## config.mk

```make
export PLATFORM = sky130hd
export DESIGN_NAME = dmem_arbiter
export DESIGN_NICKNAME = d
export VERILOG_FILES = /design/src/rtl/dmem_arbiter.sv
export SDC_FILE = /design/constraint.sdc
export NUM_CORES = 1
export LEC_CHECK = 0
export BUFFER_PORTS_ARGS = -buffer_cell sky130_fd_sc_hd__buf_2
export CAP_MARGIN = 25
export CORE_MARGIN = 1.5
export CORE_UTILIZATION = 30
export CTS_CLUSTER_SIZE = 28
export DETAILED_ROUTE_END_ITERATION = 7
export PLACE_DENSITY_LB_ADDON = 0.08
export SLEW_MARGIN = 15
export SYNTH_ARGS = -nofsm -noshare
export SYNTH_HDL_FRONTEND = slang
export SYNTH_SLANG_ARGS = --single-unit
```

## constraint.sdc

```tcl
create_clock -name clk -period 1.8 [get_ports clk]
set_input_delay 0.54 -clock clk [delete_from_list [all_inputs] [get_ports clk]]
set_output_delay 0.54 -clock clk [all_outputs]
set_load 0.05 [all_outputs]
```

## src/rtl/dmem_arbiter.sv

```systemverilog
// Two-port arbiter sharing a single-ported data memory between the CPU (port 0) and a second master (port 1).
// Define DMEM_ARB_FIXED_PRIO_EN for fixed priority (port 0 wins ties); default build is round-robin.
module dmem_arbiter #(
  parameter int   ADDR_W     = 9,
  parameter int   DATA_W     = 16,
  parameter logic RESET_LAST = 1'b1
) (
  input  logic              clk,
  input  logic              reset,
  input  logic              r0_req,
  input  logic              r0_rw,
  input  logic [ADDR_W-1:0] r0_addr,
  input  logic [DATA_W-1:0] r0_wdata,
  output logic              r0_ack,
  output logic [DATA_W-1:0] r0_rdata,
  input  logic              r1_req,
  input  logic              r1_rw,
  input  logic [ADDR_W-1:0] r1_addr,
  input  logic [DATA_W-1:0] r1_wdata,
  output logic              r1_ack,
  output logic [DATA_W-1:0] r1_rdata,
  output logic              mem_read_write,
  output logic [ADDR_W-1:0] mem_addr,
  output logic [DATA_W-1:0] mem_wdata,
  input  logic [DATA_W-1:0] mem_rdata
);

  typedef enum logic [2:0] {IDLE, GRANT0, GRANT1, ACK0, ACK1} state_t;

  state_t state, state_nxt;
  logic   last;
  logic   pick1;

  always_ff @(posedge clk) begin
    if (reset) begin
      state    <= IDLE;
      last     <= RESET_LAST;
      r0_rdata <= '0;
      r1_rdata <= '0;
    end else begin
      state <= state_nxt;
      case (state)
        GRANT0: begin
          last <= 1'b0;
          if (!r0_rw) r0_rdata <= mem_rdata;
        end
        GRANT1: begin
          last <= 1'b1;
          if (!r1_rw) r1_rdata <= mem_rdata;
        end
        default: ;
      endcase
    end
  end

  always_comb begin
    state_nxt      = state;
    pick1          = 1'b0;
    mem_read_write = 1'b0;
    mem_addr       = '0;
    mem_wdata      = '0;
    r0_ack         = 1'b0;
    r1_ack         = 1'b0;
    case (state)
      IDLE: begin
`ifdef DMEM_ARB_FIXED_PRIO_EN
        pick1 = r1_req && !r0_req;
`else
        pick1 = r1_req && (!r0_req || !last);
`endif
        if (r0_req || r1_req) state_nxt = pick1 ? GRANT1 : GRANT0;
      end
      // Memory bus is zeroed while reset is high so an interrupted grant never commits a write.
      GRANT0: begin
        if (!reset) begin
          mem_read_write = r0_rw;
          mem_addr       = r0_addr;
          mem_wdata      = r0_wdata;
        end
        state_nxt = ACK0;
      end
      GRANT1: begin
        if (!reset) begin
          mem_read_write = r1_rw;
          mem_addr       = r1_addr;
          mem_wdata      = r1_wdata;
        end
        state_nxt = ACK1;
      end
      ACK0: begin
        r0_ack    = !reset;
        state_nxt = IDLE;
      end
      ACK1: begin
        r1_ack    = !reset;
        state_nxt = IDLE;
      end
      default: state_nxt = IDLE;
    endcase
  end

endmodule

```

## Yosys cells after proc, flatten, opt, wreduce, memory -nomap -nowiden

Index checks and enable logic that the tools add are counted.

- Equal/unequal tests: 5
- Mux-type cells: 15
- Bitwise operators: 2
- Reductions and logical operators: 10

Operator list:

| cell | count |
|---|---|
| $mux 16 | 2 |
| $pmux 16 s2 | 1 |
| $mux 9 | 2 |
| $pmux 9 s2 | 1 |
| $pmux 3 s3 | 1 |
| $eq 3x2->1 const B | 2 |
| $mux 1 | 4 |
| $pmux 1 s2 | 2 |
| $reduce_and 2->1 | 2 |
| $eq 3x1->1 const B | 1 |
| $eq 3x3->1 const B | 1 |
| $logic_not 1->1 | 3 |
| $logic_not 3->1 | 1 |
| $mux 3 | 1 |
| $logic_or 1x1->1 | 2 |
| $mux 2 | 1 |
| $ne 2x2->1 const B | 1 |
| $not 1->1 | 2 |
| $reduce_bool 2->1 | 1 |
| $logic_and 1x1->1 | 1 |

- Register bits: 36
- Input port bits: 72
- Output and inout port bits: 60
- Logic and storage cells: 36

## Longest topological paths before layout

- Depth in word-level cells: 6
- Mapped depth: 6
- Gate-level depth less buffers: 3

## Worst setup path before layout

No wires, ideal clock.

- Path kind: input to output
- Start: in reset
- End: out r1_ack
- Arrival: 2.177 ns
- Required time: 1.260 ns
- Slack: -0.917 ns
- Cell stages on the path: 2
- Buffers on the path: 1
- Cell sequence: clkbuf_1 > nor4_1

- Word-level cells in the longest chain between the ends: 2

Ends and longest elaborated chain:

| item | line | source |
|---|---|---|
| start: declaration | 9 | `input logic reset,` |
| $logic_not 1->1 | 95 | `r1_ack = !reset;` |
| $mux 1 | 64 | `case (state)` |
| end: declaration | 20 | `output logic r1_ack,` |

Every way passes these cells.

## Worst setup path after layout

- Start: reg state[2]
- End: out mem_addr[1]

- Word-level cells in the longest chain between the ends: 2

Ends and longest elaborated chain:

| item | line | source |
|---|---|---|
| start: declaration | 30 | `state_t state, state_nxt;` |
| start signal: assignment | 41 | `state <= state_nxt;` |
| $eq 3x2->1 or $eq 3x1->1 (tied branches) | 64 |  |
| $pmux 9 s2 * | 64 |  |
| end: declaration | 23 | `output logic [ADDR_W-1:0] mem_addr,` |

Every way passes the cells marked *; elsewhere a longest branch is shown, timed or not.

==> results.py <==
metrics = {
    "grt": {
        "grt_pass1_wl_mm": 8.98,
        "antenna_found_initial": 1,
        "grt_max_degree": 37,
        "grt_pass1_vias": 1942,
        "overflow": 0,
        "gr-usage-all-layers_pct": 18.2,
    },
    "route": {
        "via_per_inst": 4.78,
        "drt_iter0_drc": 48,
        "routedWlPerCell_um": 14.7,
        "firstDrtPassIters": 4,
        "via_count": 1968,
        "drc": 0,
        "ant_nets": 0,
        "wl_mm": 6.07,
    },
    "layout": {
        "final_core_util_pct": 56.1,
        "drive_gt1_share_pct": 69.9,
        "design_area_mm2": 0.00330,
        "nets": 407,
        "area_growth_pct": 82.8,
        "n_fill_cell": 523,
        "instances_no_fill": 412,
    },
    "timing": {
        "slew_violations": 0,
        "fin_ws_ps": -311,
        "min_period_over_period_pct": 117,
        "tightest_slew_ps": 511,
        "rsz0062_at_grt": "yes",
        "final.min_clock_period_ps": 2110,
        "hold_viol_final": 0,
        "fin_worst_skew_ps": 6.74,
        "fmax_mhz": 474,
        "setup_violations": 27,
        "slew_headroom_pct": 66.0,
    },
    "floorplanning": {
        "die_w_um": 80.6,
        "std_cell_rows": 28,
        "core_mm2": 0.00589,
        "initial_core_util_pct": 30.7,
        "ios": 132,
        "chipHeight_um": 80.6,
        "die_area_mm2": 0.00650,
    },
    "status": {
        "violations": "negative setup slack",
        "status": "finished with violations",
    },
    "synthesis": {
        "synth_area_leaders": "dfxtp_1 (40%), a22o_1 (13%), a21oi_2 (9.7%)",
        "netlist_instances": 195,
        "ys_warn_count": 0,
        "synth_ff_type": "dfxtp_1",
        "netlist-cell-type-count": 20,
        "synthArstFlopShare_pct": 0,
        "synth_fa_ha_area_share_pct": 0,
        "synth_top_area_cell": "dfxtp_1",
        "synth_mux_area_share_pct": 0,
        "yosys-top-cells-count": "nand2_1 (46), dfxtp_1 (36), a22o_1 (26)",
        "netlist_area_mm2": 0.00181,
        "syn_avg_cell_area_um2": 9.27,
        "yosys.area_share.xor_xnor_pct": 0,
        "synth_seq_area_share_pct": 39.9,
        "synth_seq_cells": 36,
        "synth_compound_gate_area_share_pct": 27.2,
        "synth-edff-count": 0,
        "synthSimpleGateAreaFrac_pct": 24.9,
        "synth_top_family_by_area": "compound AO/OA/AOI/OAI gates",
        "yosysMostFrequentCell": "nand2_1",
        "syn_nets": 267,
        "synth.top_cell.area_share_pct": 39.9,
    },
    "worst_setup_path": {
        "crit_type": "flip-flop to output pin",
        "r2r-start": "state[2]",
        "required_ps": 1260,
        "end_kind": "output pin",
        "cp_max_fo": 7,
        "cp_num_buf_inv": 3,
        "crit_chain": "nor4b_4 > buf_6 > buf_12 > a22o_2 > buf_6",
        "cp_top_family": "buffers and inverters",
        "cp.depth": 5,
        "ff2ff_path_depth": 6,
        "r2r_end": "r0_rdata[5]",
        "max_stage_delay_ps": 370,
        "cpMaxStageDelayCell": "dfxtp_4",
        "ff2ff_setup_slack_ps": 50,
        "worstSetupStartpointType": "flip-flop",
        "crit_top_cell": "buf_6",
        "crit_arrival_ps": 1570,
    },
    "cts": {
        "clk_pin_slew_ps": 70,
        "holdBufCountCts": 0,
        "cts_root_buffer": "clkbuf_8",
        "htree_levels": 2,
        "cts_sinks": 36,
        "cts_tree": "built",
        "cts_buffers": 5,
        "clk_path_buf_depth": 2,
        "clk-insertion-delay-late_ps": 290,
    },
    "place": {
        "hpwl_mm": 4.20,
        "place_area_mm2": 0.00275,
        "dp_cells": 395,
        "port_buffers": 131,
        "gp_congestion": 0.726,
    },
    "worst_hold_path": {
        "holdPathStages": 2,
        "holdCritPathClass": "flip-flop to flip-flop",
        "hold_start": "r0_rdata[2]",
        "hold-path-endpoint": "r0_rdata[2]",
    },
    "power_and_ir_drop": {
        "powerDensity_mw_per_mm2": 743,
        "leakage_uw": 0.00150,
        "max-vdd-ir-drop_mv": 0.378,
    },
    "flow_run": {
        "drv_cap": 0,
    },
}
==> worst reg2reg max path, stage by stage (launching register included) <==
cell,delay (ps)
dfxtp_4,370
buf_4,140
buf_8,120
buf_6,120
or4b_4,670
nand2_1,120
a21oi_1,70
==> placed cells by master, fill, tap and decap left out, types with 2 or more instances in the layout <==
master | Yosys | layout
nor4b_4 | 4 | 4
a21oi_1 | 14 | 14
buf_2 | 6 | 102
or4b_4 | 2 | 2
nand2_2 | 20 | 20
inv_1 | 2 | 2
buf_6 | 4 | 10
clkbuf_16 | 0 | 3
a21oi_2 | 20 | 20
buf_4 | 1 | 8
nand2_1 | 46 | 46
dfxtp_4 | 0 | 2
dfxtp_1 | 36 | 33
clkbuf_8 | 0 | 5
nor4_1 | 3 | 2
buf_8 | 0 | 24
a22o_4 | 0 | 24
buf_12 | 2 | 3
a22o_2 | 0 | 2
==> per-stage QoR <==
step | setup slack (ps) | total power [µW] | hold slack [ps] | TNS [ps]
global route | -364 | 2560 | 475 | -9130
finish | -311 | 2450 | 452 | -7380
detailed placement | -406 | 1610 | 447 | -10040
floorplan | -205 | 1420 | 495 | -4950
global placement | -402 | 1610 | 441 | -9920
CTS | -284 | 2420 | 458 | -6760
==> sequential cells by signal, indices dropped and copies added (netlist names) <==
| name | flops |
|---|---|
| r1_rdata | 16 |
| last | 1 |
| r0_rdata | 16 |
| state | 3 |
==> layout make-up <==
cell class | instances | area [µm²] | area share (%)
well taps | 75 | 93.8 | 2.84
flip-flops and latches | 36 | 729 | 22.1
clock inverters | 3 | 42.5 | 1.29
repair buffers | 150 | 1180 | 35.7
inverters | 2 | 7.51 | 0.227
clock buffers | 5 | 68.8 | 2.08
diodes | 1 | 2.50 | 0.0757
multi-input cells | 140 | 1180 | 35.7
==> kinds of logic after synthesis <==
| group | after synthesis |
|---|---|
| simple gates | 77 |
| compound gates | 63 |
| flops | 36 |
| buf+inv | 19 |
==> worst max-delay path by stage <==
stage	from	end	slack [ps]
final	state[2]	mem_addr[1]	-310
after global routing	state[2]	mem_addr[1]	-360
after CTS	state[2]	mem_addr[3]	-280
after detailed placement	reset	mem_wdata[14]	-410
after global placement	reset	mem_wdata[14]	-400
after floorplan	reset	mem_addr[0]	-210
==> metal layers <==
layer | track usage, % | wire length [µm] | part of all wire [%]
met5 | 0 | 0 | 0
met4 | 6.55 | 123 | 2.0
met3 | 5.68 | 477 | 7.9
met2 | 34.5 | 3210 | 53
met1 | 18.5 | 2260 | 37
==> report_power, final <==
part	internal, µW	switching [µW]
clock	410	304
sequential	836	29.8
combinational	370	505
==> timing repair <==
action | CTS | global route
gates resized for setup | 83 | 11
setup endpoints to repair | 28 | 28
buffers inserted | 1 | 3
pin swaps | 1 | 9
cloned | 0 | 4
(Power assumes the default switching activity.)
